**config.mk**
```make
export PLATFORM = sky130hd
export DESIGN_NAME = accumulator_n_bits_mode
export DESIGN_NICKNAME = d
export VERILOG_FILES = /design/src/rtl/accumulator_n_bits_mode.sv
export SDC_FILE = /design/constraint.sdc
export NUM_CORES = 1
export LEC_CHECK = 0
export CAP_MARGIN = 5
export CORE_ASPECT_RATIO = 1.25
export CORE_UTILIZATION = 28
export CTS_CLUSTER_DIAMETER = 40
export CTS_CLUSTER_SIZE = 25
export DETAILED_ROUTE_END_ITERATION = 16
export PLACE_DENSITY = 0.49
export SLEW_MARGIN = 20
export SYNTH_ARGS = -nofsm -noshare
export SYNTH_HDL_FRONTEND = slang
export SYNTH_SLANG_ARGS = --single-unit
```
**constraint.sdc**
```tcl
create_clock -name clk -period 6.7 [get_ports clk]
set_clock_uncertainty 0.1 [all_clocks]
set_input_delay 0.67 -clock clk [delete_from_list [all_inputs] [get_ports clk]]
set_output_delay 0.67 -clock clk [all_outputs]
set_load 0.05 [all_outputs]
```
**src/rtl/accumulator_n_bits_mode.sv**
```systemverilog
// N-bit registered accumulator (add/sub/load/clear, wrap or signed saturation) with
// carry/overflow flags and op counter; 1-cycle latency, accepts every cycle, no backpressure.
module accumulator_n_bits_mode #(
  parameter int N  = 8,
  parameter int CW = 8
) (
  input  logic          clk,
  input  logic          rst_n,
  input  logic          in_valid,
  input  logic [1:0]    op,
  input  logic          sat_en,
  input  logic [N-1:0]  in_data,
  output logic [N-1:0]  acc,
  output logic          cout,
  output logic          ovf,
  output logic          ovf_sticky,
  output logic [CW-1:0] cnt,
  output logic          out_valid
);

  localparam logic [1:0] OP_ADD   = 2'b00;
  localparam logic [1:0] OP_SUB   = 2'b01;
  localparam logic [1:0] OP_LOAD  = 2'b10;
  localparam logic [1:0] OP_CLEAR = 2'b11;

  logic         is_sub;
  logic [N-1:0] b_eff;
  logic [N:0]   full;
  logic [N-1:0] sum;
  logic         ovf_now;
  logic [N-1:0] sat_val;
  logic [N-1:0] arith_res;

  // SUB is two's-complement add of ~B with carry-in 1, so one adder serves both.
  always_comb begin
    is_sub    = (op == OP_SUB);
    b_eff     = is_sub ? ~in_data : in_data;
    full      = {1'b0, acc} + {1'b0, b_eff} + {{N{1'b0}}, is_sub};
    sum       = full[N-1:0];
    ovf_now   = (acc[N-1] == b_eff[N-1]) && (sum[N-1] != acc[N-1]);
    sat_val   = acc[N-1] ? {1'b1, {(N-1){1'b0}}} : {1'b0, {(N-1){1'b1}}};
    arith_res = (sat_en && ovf_now) ? sat_val : sum;
  end

  always_ff @(posedge clk or negedge rst_n) begin
    if (!rst_n) begin
      acc        <= '0;
      cout       <= 1'b0;
      ovf        <= 1'b0;
      ovf_sticky <= 1'b0;
      cnt        <= '0;
      out_valid  <= 1'b0;
    end else begin
      out_valid <= in_valid;
      if (in_valid) begin
        case (op)
          OP_ADD, OP_SUB: begin
            acc        <= arith_res;
            cout       <= full[N];
            ovf        <= ovf_now;
            ovf_sticky <= ovf_sticky | ovf_now;
            cnt        <= cnt + CW'(1);
          end
          OP_LOAD: begin
            acc  <= in_data;
            cout <= 1'b0;
            ovf  <= 1'b0;
            cnt  <= '0;
          end
          OP_CLEAR: begin
            acc        <= '0;
            cout       <= 1'b0;
            ovf        <= 1'b0;
            ovf_sticky <= 1'b0;
            cnt        <= '0;
          end
          default: ;
        endcase
      end
    end
  end

endmodule

```
# Word-level counts from Yosys, hierarchy flattened
# Index checks and enable logic that the tools add are counted.
# classes
add_sub_neg	3
eq_ne	5
mux	8
bitwise_logic	2
reduce_logical	7
# ops
op	n
$mux W8	3
$pmux W8 S3	1
$pmux W8 S2	1
$add A8 B8 Y9	1
$add A9 B1 Y9	1
$add A8 B1 Y8 const B	1
$not A8 Y8	1
$pmux W1 S2	3
$eq A2 B2 Y1 const B	2
$reduce_or A2 Y1	2
$eq A2 B1 Y1 const B	1
$logic_and A1 B1 Y1	2
$logic_not A2 Y1	1
$reduce_and A2 Y1	1
$reduce_bool A2 Y1	1
$eq A1 B1 Y1	1
$ne A1 B1 Y1	1
$or A1 B1 Y1	1
# word_totals
ff_bits	20
out_inout_bits	20
wordCells	31

# Longest topological paths before layout
# Gate-level depths: netlist (run 1).
# logic_depth
depth_word	9
mapped_depth	12
mapped_depth_nobuf	11

# Worst setup path before layout (run 1)
# No wires, ideal clock.
# synth_path
kind	input -> register
from	in op[1]
to	reg acc[1]
arrival_time_ns	3.008
required_time_ns	6.474
setup_slack_ns	3.466
stages	11
path_cell_list	clkbuf_1 -> inv_2 -> nand2_1 -> xnor2_1 -> ha_1 -> a211o_1 -> o2bb2ai_2 -> o31ai_4 -> o311ai_4 -> a21oi_1 -> a311o_1
# synth_between
elab_chain_cells	9
# synth_rtl
element	line	text
from (decl)	10	input logic [1:0] op,
$eq A2 B1 Y1	36, 56	
$mux W8	37	b_eff = is_sub ? ~in_data : in_data;
$add A8 B8 Y9	38	full = {1'b0, acc} + {1'b0, b_eff} + {{N{1'b0}}, is_sub};
$add A9 B1 Y9	38	
$ne A1 B1 Y1	40	ovf_now = (acc[N-1] == b_eff[N-1]) && (sum[N-1] != acc[N-1]);
$logic_and A1 B1 Y1	40	
$logic_and A1 B1 Y1	42	arith_res = (sat_en && ovf_now) ? sat_val : sum;
$mux W8	42	
$pmux W8 S3 (*)	56	case (op)
to (signal assigned)	58	acc <= arith_res;
to (signal assigned)	65	acc <= in_data;
to (decl)	13	output logic [N-1:0] acc,
# Mark *: on every way between the ends. The rest lies on a longest branch, timed or not.
# A chain may end at the register's enable or synchronous reset.

# Worst setup path in the final report (run 1)
# layout_path
from	in op[1]
to	reg acc[3]
# Same word-level chain as after synthesis.

==> flow_summary_export.csv, run 1 <==
group,metric,value,unit
run_status,status,"completed",
power,vdd_drop_max,0.1446,mV
placed_design,hpwlAfterDp,2.641,mm
floorplan,die_h,82.01,um
setup_path,worst_setup_path_start_kind,"input port",
detailed_routing,drc,0,
synthesis,synth.yosys.seq_area_share,34.90,%
timing,max-slew-margin-rel,36.87,%
detailed_routing,first_pass_iters,4,
grt,wire_length_of_the_first_global_routing_pass,5.720,mm
power,power.combinational.fraction,59.9,%
power,power_per_cell_area,349.0,mW/mm2
timing,rsz_0062_raised_after_global_routing,"no",
synthesis,syn_area,0.001434,mm2
floorplan,die-area,0.005413,mm2
timing,setup_tns,0,ns
detailed_routing,first_iter_violations,38,
synthesis,synth_largest_area_cell,"sky130_fd_sc_hd__dfrtp_1",
timing,setup_viol,0,
floorplan,i_o_pins,34,
timing,finalCriticalPeriod,3.877,ns
detailed_routing,vias,1311,
synthesis,asyncSetResetFlopFracSynth,100.0,%
placed_design,placement.cell_area,0.001828,mm2
timing,hold_viol,0,
synthesis,fraction_of_synthesized_cell_area_taken_by_the_top_area_cell_type,34.90,%
power,power.share.clock,12.2,%
synthesis,ys_top_cells_by_area,"sky130_fd_sc_hd__dfrtp_1 (35%), sky130_fd_sc_hd__ha_1 (7.9%), sky130_fd_sc_hd__xnor2_1 (6.1%)",
cells_and_area,layout-area-overhead-vs-synth,30.37,%
setup_path,worst-endpoint-arrival,3.92,ns
grt,globalRouteOverflowTotal,0,
power,swShare,48.00,%
detailed_routing,routed_wirelength,3.544,mm
floorplan,coreArea,0.004835,mm2
clock_tree,postCtsHoldBufs,0,
synthesis,synthDistinctLibCells,40,
floorplan,core.rowCount,28,
timing,hold-worst-slack,0.4384,ns
timing,final.period_utilization,57.86,%
clock_tree,post-cts-setup-buffer-count,0,
floorplan,start_util,29.66,%
grt,initial_antenna_violation_count,0,
setup_path,endpoint_kind,"flip-flop",
timing,fmax,0.2579,GHz
clock_tree,h-tree-depth,1,
detailed_routing,route.antenna.remaining_nets,0,
grt,pin_count_of_the_biggest_net_entering_global_routing,39,
grt,gr-usage-all-layers,13.83,%
detailed_routing,route.detailed.vias_per_inst,5.202,
timing,drv_slew,0,
synthesis,synth_warnings,0,
floorplan,die_w,66.01,um
setup_path,setup.worst_path.class,"input port to flip-flop",
synthesis,post_synthesis_area_per_instance,8.962,um2
power,cell_internal_pwr,0.3392,mW
setup_path,required,6.75,ns
synthesis,synth_edf_count,0,
clock_tree,cts.sinks,20,
min_path,holdCritPathClass,"flip-flop to flip-flop",
clock_tree,cts.reportedPaths.clkPinSlew,0.07,ns
synthesis,ys_top_cells_by_count,"sky130_fd_sc_hd__dfrtp_1 (20), sky130_fd_sc_hd__nand2_1 (18), sky130_fd_sc_hd__a21oi_1 (14)",
placed_design,io_buffers,33,
synthesis,post_synthesis_cells,160,
clock_tree,cts-buffers-inserted,3,
detailed_routing,drt-wirelength-per-cell,14.06,um
synthesis,synth_ff_type,"sky130_fd_sc_hd__dfrtp_1",
run,timing.max_cap.violations,0,
power,p_seq_share,27.9,%
power,switching_power,0.3132,mW
clock_tree,clock_insertion_delay_worst_skew,0.26,ns
synthesis,yosys_register_bits,20,
placed_design,gp_routability_congestion,0.8105,
cells_and_area,finish.instance_area,0.001869,mm2
power,design_power_total,0.6524,mW
power,power.static_leakage,0.7365,nW
grt,first_global_vias,1247,
cells_and_area,layout.nets,218,
clock_tree,cts_root_buffer,"sky130_fd_sc_hd__clkbuf_8",
timing,worst-slew-pin-transition,0.9440,ns
clock_tree,max_buffers_root_to_sink,2,
setup_path,timing.critical_path.fanout_max,11,
cells_and_area,layout-drive-gt1-share,5.208,%
clock_tree,post_cts.resized_instances,0,
synthesis,synth.most_common_cell,"sky130_fd_sc_hd__dfrtp_1",
synthesis,synth_net_count,184,
cells_and_area,n_antenna_cell,0,
clock_tree,cts_tree,"built",
cells_and_area,fillCellCount,512,
==> power groups by stage <==
stage                     Combinational, mW  Clock [mW]  Sequential (mW)
after global routing                  0.421      0.0884            0.187
after floorplan                       0.176           0            0.285
after CTS                             0.392      0.0837            0.183
after global placement                0.389           0            0.183
final                                 0.391      0.0798            0.182
after detailed placement              0.390           0            0.184
==> flip-flops by register name, summed over array words and instances (netlist names), named ones only <==
register,flops
acc,7
out_valid,1
cout,1
ovf,1
ovf_sticky,1
cnt,8
==> cell usage in the layout, fill, tap and decap left out, types with 4 or more instances in the layout <==
cell type and count:
sky130_fd_sc_hd__dfrtp_1 20, sky130_fd_sc_hd__o22ai_1 4, sky130_fd_sc_hd__nand3_1 8, sky130_fd_sc_hd__xnor2_1 10, sky130_fd_sc_hd__a311o_1 4, sky130_fd_sc_hd__o21ai_0 10, sky130_fd_sc_hd__nor2_1 8, sky130_fd_sc_hd__nand2_1 18
sky130_fd_sc_hd__a21oi_1 14, sky130_fd_sc_hd__clkdlybuf4s50_1 33, sky130_fd_sc_hd__xor2_1 4, sky130_fd_sc_hd__ha_1 9, sky130_fd_sc_hd__inv_1 11
==> critical path: stages <==
cell	delay, ns
sky130_fd_sc_hd__clkdlybuf4s50_1	0.74
sky130_fd_sc_hd__inv_2	0.17
sky130_fd_sc_hd__nand2_1	0.40
sky130_fd_sc_hd__xnor2_1	0.16
sky130_fd_sc_hd__ha_1	0.22
sky130_fd_sc_hd__a211o_1	0.28
sky130_fd_sc_hd__o2bb2ai_2	0.26
sky130_fd_sc_hd__o31ai_4	0.16
sky130_fd_sc_hd__o311ai_4	0.44
sky130_fd_sc_hd__a21oi_1	0.11
sky130_fd_sc_hd__a311o_1	0.33
==> metal layers <==
metal	routed length (um)	share of wire (%)	GRT usage (%)	vias up
met4	48	1.4	5.745	0
met3	123	3.5	2.361	6
met2	1742	49	24.39	28
met5	0	0	0	-
met1	1630	46	16.39	633
li1	-	-	-	644
==> worst paths after layout <==
kind,from,to,slack [ns],depth (start not counted)
max in group asynchronous,rst_n,ovf,5.09,1
worst min register to register,ovf_sticky,ovf_sticky,0.44,2
worst max register to register,acc[1],acc[3],4.29,7
min in group asynchronous,rst_n,cnt[3],0.84,1
worst max-delay path,op[1],acc[3],2.82,11
worst min-delay path,ovf_sticky,ovf_sticky,0.44,2
==> cell type report <==
cell class                      instances  area [um2]  share of cell area [%]
Multi-Input combinational cell        123       869.6                   46.52
Sequential cell                        20       500.5                   26.77
Clock buffer                            3       41.29                   2.209
Inverter                               12       45.04                   2.410
Tap cell                               60       75.07                   4.016
Timing Repair Buffer                   34       337.8                   18.07
==> metrics by stage <==
step	setup WS (ns)	cells	utilization [%]
after floorplan	3.466	160	-
after global placement	2.624	249	37.81
after detailed placement	2.537	249	37.81
after CTS	2.822	252	38.66
after global routing	2.622	252	38.66
final	2.823	252	38.66
==> kinds of logic (layout without fill, tap and decap cells) <==
kind of cell | count (synthesis) | count (layout) | share of synthesized area [%]
AOI/OAI and AO/OA | 51 | 51 | 26.00
and+or+nand+nor | 46 | 46 | 15.36
DFF | 20 | 20 | 34.90
buffers and inverters | 17 | 49 | 4.449
xor gates and xnor gates | 14 | 14 | 8.551
adders and majority gates | 10 | 10 | 9.250
muxes | 2 | 2 | 1.483
(Power assumes the default switching activity.)
==> inputs of run 2 (changes only) <==
==> constraint.sdc (replaced) <==
create_clock -name clk -period 3.7 [get_ports clk]
set_clock_uncertainty 0.1 [all_clocks]
set_input_delay 0.37 -clock clk [delete_from_list [all_inputs] [get_ports clk]]
set_output_delay 0.37 -clock clk [all_outputs]
set_load 0.05 [all_outputs]
==> run 2 against run 1 <==
  * Sequential share of layout area down 0.63 points
  * Cell area up 2.4%
  * First-iteration DRC count up 18%
  * Via count down 1.1%
  * Critical path depth down 1
  * Utilization up 0.93 points
  * Register-to-register slack worse by 3.0 ns
  * Die area unchanged
  * Flip-flop and latch count unchanged
  * Setup slack worse by 2.3 ns
  * Non-clock buffer count up 2
  * Worst hold slack worse by 0.0061 ns
==> flow_summary_export.csv, run 2 (synthesis gave the netlist of run 1 again) <==
group,metric,value,unit
clock_tree,postCtsHoldBufs,0,
placed_design,gp_routability_congestion,0.8448,
grt,globalRouteOverflowTotal,0,
cells_and_area,n_antenna_cell,0,
cells_and_area,largest_register,"cnt",
grt,wire_length_of_the_first_global_routing_pass,5.740,mm
detailed_routing,drt-wirelength-per-cell,14.04,um
grt,gr-usage-all-layers,14.02,%
cells_and_area,mostFrequentLayoutCell,"sky130_fd_sc_hd__clkdlybuf4s50_1",
setup_path,timing.critical_path.fanout_max,9,
clock_tree,cts.sinks,20,
floorplan,coreArea,0.004835,mm2
clock_tree,max_buffers_root_to_sink,2,
run_status,status,"completed",
min_path,worst_hold_startpoint,"ovf_sticky",
clock_tree,cts-buffers-inserted,3,
setup_path,worst-endpoint-arrival,3.26,ns
detailed_routing,first_pass_iters,4,
timing,finalCriticalPeriod,3.203,ns
setup_path,endpoint_kind,"flip-flop",
cells_and_area,layout-drive-gt1-share,6.667,%
clock_tree,cts.reportedPaths.clkPinSlew,0.08,ns
power,power.static_leakage,0.7602,nW
clock_tree,cts_root_buffer,"sky130_fd_sc_hd__clkbuf_8",
timing,fmax,0.3122,GHz
detailed_routing,routed_wirelength,3.581,mm
placed_design,placement.cell_area,0.001843,mm2
clock_tree,h-tree-depth,1,
timing,final.period_utilization,86.58,%
placed_design,hpwlAfterDp,2.685,mm
min_path,holdCritPathClass,"flip-flop to flip-flop",
setup_path,required,3.75,ns
cells_and_area,layout.nets,220,
cells_and_area,largestRegisters,"cnt (8), acc (7)",
setup_path,worstSetupStartpoint,"op[0]",
detailed_routing,drc,0,
timing,worst-slew-pin-transition,0.9673,ns
setup_path,worstReg2RegStart,"acc[1]",
clock_tree,post-cts-setup-buffer-count,0,
cells_and_area,max_ffs_per_register,8,
floorplan,i_o_pins,34,
timing,max-slew-margin-rel,35.31,%
floorplan,start_util,29.66,%
power,design_power_total,1.260,mW
cells_and_area,layout-area-overhead-vs-synth,33.51,%
detailed_routing,first_iter_violations,45,
floorplan,die_w,66.01,um
floorplan,die-area,0.005413,mm2
floorplan,die_h,82.01,um
clock_tree,clock_insertion_delay_worst_skew,0.26,ns
run,timing.max_cap.violations,0,
timing,rsz_0062_raised_after_global_routing,"no",
timing,setup_tns,0,ns
grt,pin_count_of_the_biggest_net_entering_global_routing,29,
floorplan,core.rowCount,28,
detailed_routing,route.antenna.remaining_nets,0,
detailed_routing,vias,1296,
grt,first_global_vias,1306,
timing,setup_viol,0,
grt,initial_antenna_violation_count,0,
placed_design,io_buffers,33,
power,power_per_cell_area,658.3,mW/mm2
timing,drv_slew,0,
clock_tree,cts_tree,"built",
timing,hold_viol,0,
power,vdd_drop_max,0.2564,mV
detailed_routing,route.detailed.vias_per_inst,5.082,
setup_path,worst_setup_path_start_kind,"input port",
setup_path,setup.worst_path.class,"input port to flip-flop",
cells_and_area,most-common-layout-cells,"sky130_fd_sc_hd__clkdlybuf4s50_1 (33), sky130_fd_sc_hd__dfrtp_1 (20), sky130_fd_sc_hd__nand2_1 (18)",
clock_tree,post_cts.resized_instances,0,
cells_and_area,finish.instance_area,0.001914,mm2
run 2: cell count changes in the layout (fill, tap and decap cells not counted), sizes merged:
cell    delta
buf        +2
bufinv     +1
run 2: power breakdown:
part           leakage [nW]  internal (mW)  switching, mW
Sequential            0.255          0.273         0.0551
Combinational         0.469          0.270          0.437
Clock                0.0357          0.145         0.0800
Total                 0.760          0.688          0.573
run 2: per-stage QoR:
stage               cells  setup WS, ns  util, %  hold WS (ns)
floorplan             160        0.7660        -      -0.02559
global placement      251        0.2777    38.12        0.4141
detailed placement    251        0.1978    38.12        0.4148
CTS                   255        0.4820    39.60        0.4341
global route          255        0.3066    39.60        0.4460
finish                255        0.4965    39.60        0.4322
run 2: layout make-up:
cell class	instances	area, um2
clock buffers	3	41.29
clock inverters	1	30.03
fillers	479	2920
inverters	12	45.04
multi-input cells	123	869.6
flip-flops and latches	20	500.5
well taps	60	75.07
repair buffers	36	352.8
run 2: critical path: stages:
cell	delay (ns)
sky130_fd_sc_hd__clkdlybuf4s50_1	0.55
sky130_fd_sc_hd__nand2_1	0.32
sky130_fd_sc_hd__xnor2_1	0.25
sky130_fd_sc_hd__ha_1	0.21
sky130_fd_sc_hd__a211o_1	0.28
sky130_fd_sc_hd__o2bb2ai_2	0.26
sky130_fd_sc_hd__o31ai_4	0.16
sky130_fd_sc_hd__o311ai_4	0.45
sky130_fd_sc_hd__a21oi_1	0.09
sky130_fd_sc_hd__a311o_1	0.33
run 2: final timing paths:
kind | endpoint | slack, ns | depth (start not counted)
setup / recovery | acc[5] | 0.50 | 10
hold / removal | ovf_sticky | 0.43 | 2
setup reg to reg | acc[5] | 1.29 | 7
hold reg to reg | ovf_sticky | 0.43 | 2
max in group asynchronous | acc[4] | 2.38 | 1
min in group asynchronous | cnt[4] | 0.54 | 1
run 2: metal layers:
metal | wire [um] | share of wire, % | track usage [%] | vias to the layer above
met5 | 0 | 0 | 0 | -
met4 | 109 | 3.0 | 7.872 | 0
met3 | 137 | 3.8 | 2.500 | 12
met2 | 1776 | 50 | 24.59 | 33
met1 | 1558 | 44 | 15.85 | 606
li1 | - | - | - | 645
==> edit: new RTL, flow settings as in run 1 <==
Add an input register stage for `in_valid`, `op`, `sat_en` and `in_data`, without a reset; this delays them by one clock. Comments in the files are not updated.
--- a/src/rtl/accumulator_n_bits_mode.sv
+++ b/src/rtl/accumulator_n_bits_mode.sv
@@ -24,4 +24,16 @@
   localparam logic [1:0] OP_CLEAR = 2'b11;
 
+  logic in_valid_q;
+  logic [1:0] op_q;
+  logic sat_en_q;
+  logic [N-1:0] in_data_q;
+
+  always_ff @(posedge clk) begin
+    in_valid_q <= in_valid;
+    op_q       <= op;
+    sat_en_q   <= sat_en;
+    in_data_q  <= in_data;
+  end
+
   logic         is_sub;
   logic [N-1:0] b_eff;
@@ -34,11 +46,11 @@
   // SUB is two's-complement add of ~B with carry-in 1, so one adder serves both.
   always_comb begin
-    is_sub    = (op == OP_SUB);
-    b_eff     = is_sub ? ~in_data : in_data;
+    is_sub    = (op_q == OP_SUB);
+    b_eff     = is_sub ? ~in_data_q : in_data_q;
     full      = {1'b0, acc} + {1'b0, b_eff} + {{N{1'b0}}, is_sub};
     sum       = full[N-1:0];
     ovf_now   = (acc[N-1] == b_eff[N-1]) && (sum[N-1] != acc[N-1]);
     sat_val   = acc[N-1] ? {1'b1, {(N-1){1'b0}}} : {1'b0, {(N-1){1'b1}}};
-    arith_res = (sat_en && ovf_now) ? sat_val : sum;
+    arith_res = (sat_en_q && ovf_now) ? sat_val : sum;
   end
 
@@ -52,7 +64,7 @@
       out_valid  <= 1'b0;
     end else begin
-      out_valid <= in_valid;
-      if (in_valid) begin
-        case (op)
+      out_valid <= in_valid_q;
+      if (in_valid_q) begin
+        case (op_q)
           OP_ADD, OP_SUB: begin
             acc        <= arith_res;
@@ -63,5 +75,5 @@
           end
           OP_LOAD: begin
-            acc  <= in_data;
+            acc  <= in_data_q;
             cout <= 1'b0;
             ovf  <= 1'b0;
Function: changed (a bounded check fails within 4 cycles, from zero or initial values and one cycle with rst_n low).
==> edit against run 1 <==
  * Synthesized area is 17% higher
  * Sequential cell count increased by 12
  * Cell area is 16% higher
  * Hold slack got worse by 0.21 ns
  * Synthesized cell count up 14%
  * Power is 16% higher
  * Setup slack improved by 0.67 ns
  * Routed wire length up 12%
  * Critical endpoint is now acc[1]$_DFFE_PN0P_
==> edit: results (changes against run 1) <==
Global routing
  – Largest net degree at the start of global routing: 38 (was 39)
  – First-pass GRT wire length: 6940 um (was 5720 um)
  – GRT met3 Usage: 0.0308 (was 0.0236)
  – Grt met1 use: 0.184 (was 0.164)
  – Met2 usage: 0.248 (was 0.244)
  – Vias in the first global route: 1,385 (was 1,247)
  – GR Util All Layers: 0.146 (was 0.138)

Synthesis
  – Async SR Flop Fraction: 0.625 (was 1.00)
  – Distinct cell type count after synthesis: 39 (was 40)
  – Synth cell count leaders: nand2_1 (24), dfrtp_1 (20), o21ai_0 (14), dfxtp_1 (12), inv_1 (12) (was dfrtp_1 (20), nand2_1 (18), a21oi_1 (14), inv_1 (11))
  – Post-Syn Nets: 206 (was 184)
  – Synth area leaders: dfrtp_1 (30%), dfxtp_1 (14%), ha_1 (6.7%) (was dfrtp_1 (35%), ha_1 (7.9%), xnor2_1 (6.1%))
  – Register area share after synthesis: 0.442 (was 0.349)

Worst setup path
  – Crit. Startpoint: op_q[1]$_DFF_P_ (was op[1])
  – Critical Path AT: 3.26 ns (was 3.92 ns)
  – Critical Path Fanout Max: 12 (was 11)

Routing
  – Total wire length: 3970 um (was 3540 um)
  – DRT Pass-1 Iters: 7 (was 4)
  – Starting DRT DRC Count: 52 (was 38)
  – Routed vias: 1,402 (was 1,311)

Clock network
  – Num CTS Buffers: 5 (was 3)
  – Clock Latency Late Sink: 0.29 ns (was 0.26 ns)
  – CTS H-tree depth: 2 (was 1)
  – Clk buf depth: 2 (unchanged)

Placed design
  – Placed Area: 2070 sq um (was 1830 sq um)
  – Placer Congestion: 0.788 (was 0.811)
  – Dpl hpwl: 2790 um (was 2640 um)

Finish
  – Top Registers: cnt x8, in_data_q x8, acc x7 (was cnt x8, acc x7)
  – Final nets: 241 (was 218)
  – Fillers: 593 (was 512)
  – Proportion of layout cells with a drive suffix above 1: 0.0596 (was 0.0521)

Power
  – Leakage: 0.887 nW (was 0.737 nW)
  – Peak supply drop: 0.000131 V (was 0.000145 V)

Timing
  – Worst-margin pin slew: 0.740 ns (was 0.944 ns)

Min path
  – Min-delay worst type: in -> async (was reg -> reg)

Outcome
  – Status: finished, final reports clean (unchanged)
==> edit: cell type report <==
cell class	instances	area, sq um	area share
multi-input combinational	132	865	0.397
tap	66	82.6	0.0379
clock inverter	3	42.5	0.0195
timing repair buffer	34	333	0.153
sequential	32	741	0.340
clock buffer	5	68.8	0.0316
inverter	12	45.0	0.0207
==> edit: cells by family after synthesis <==
group | after synthesis | synth area share
AND/OR/NAND/NOR | 57 | 0.165
AO/OA/AOI/OAI | 50 | 0.192
flip-flops | 32 | 0.442
buffers and inverters | 18 | 0.0411
XOR/XNOR | 13 | 0.0680
adder cells (fa/ha/maj) | 10 | 0.0792
multiplexers | 2 | 0.0120
==> edit: routing by layer <==
layer	vias up	wire, um
li1	703	-
met2	38	1980
met5	-	0
met3	7	133
met1	654	1790
met4	0	65
==> edit: worst paths after layout <==
check                      depth (start not counted)  slack, ns                      to
min in group clk                                   2       0.42  ovf_sticky$_DFFE_PN0P_
max reg2reg                                       10       3.49      acc[1]$_DFFE_PN0P_
max in group asynchronous                          1       5.92      cnt[6]$_DFFE_PN0P_
min                                                1       0.23      cnt[1]$_DFFE_PN0P_
max                                               10       3.49      acc[1]$_DFFE_PN0P_
min reg2reg                                        2       0.42  ovf_sticky$_DFFE_PN0P_
==> edit: stage by stage <==
| stage | setup slack [ns] | instances |
|---|---|---|
| after global routing | 3.21 | 284 |
| after global placement | 3.64 | 276 |
| after floorplan | 4.32 | 182 |
| after detailed placement | 3.52 | 276 |
| after CTS | 3.51 | 284 |
| final | 3.49 | 284 |
==> edit: power breakdown <==
group / switching [mW] / total (mW) / internal, mW / leakage, nW
combinational: 0.203 / 0.325 / 0.122 / 0.477
clock: 0.0743 / 0.184 / 0.110 / 0.0541
sequential: 0.0304 / 0.251 / 0.220 / 0.356
==> edit: critical path: stages, from the launching register on <==
cell	delay (ns)
dfxtp_1	0.59
inv_1	0.17
nand2_1	0.38
xnor2_1	0.15
ha_1	0.23
a211oi_1	0.33
o2bb2ai_2	0.17
o31a_1	0.40
nand2_1	0.19
nand2_1	0.21
o221ai_1	0.15
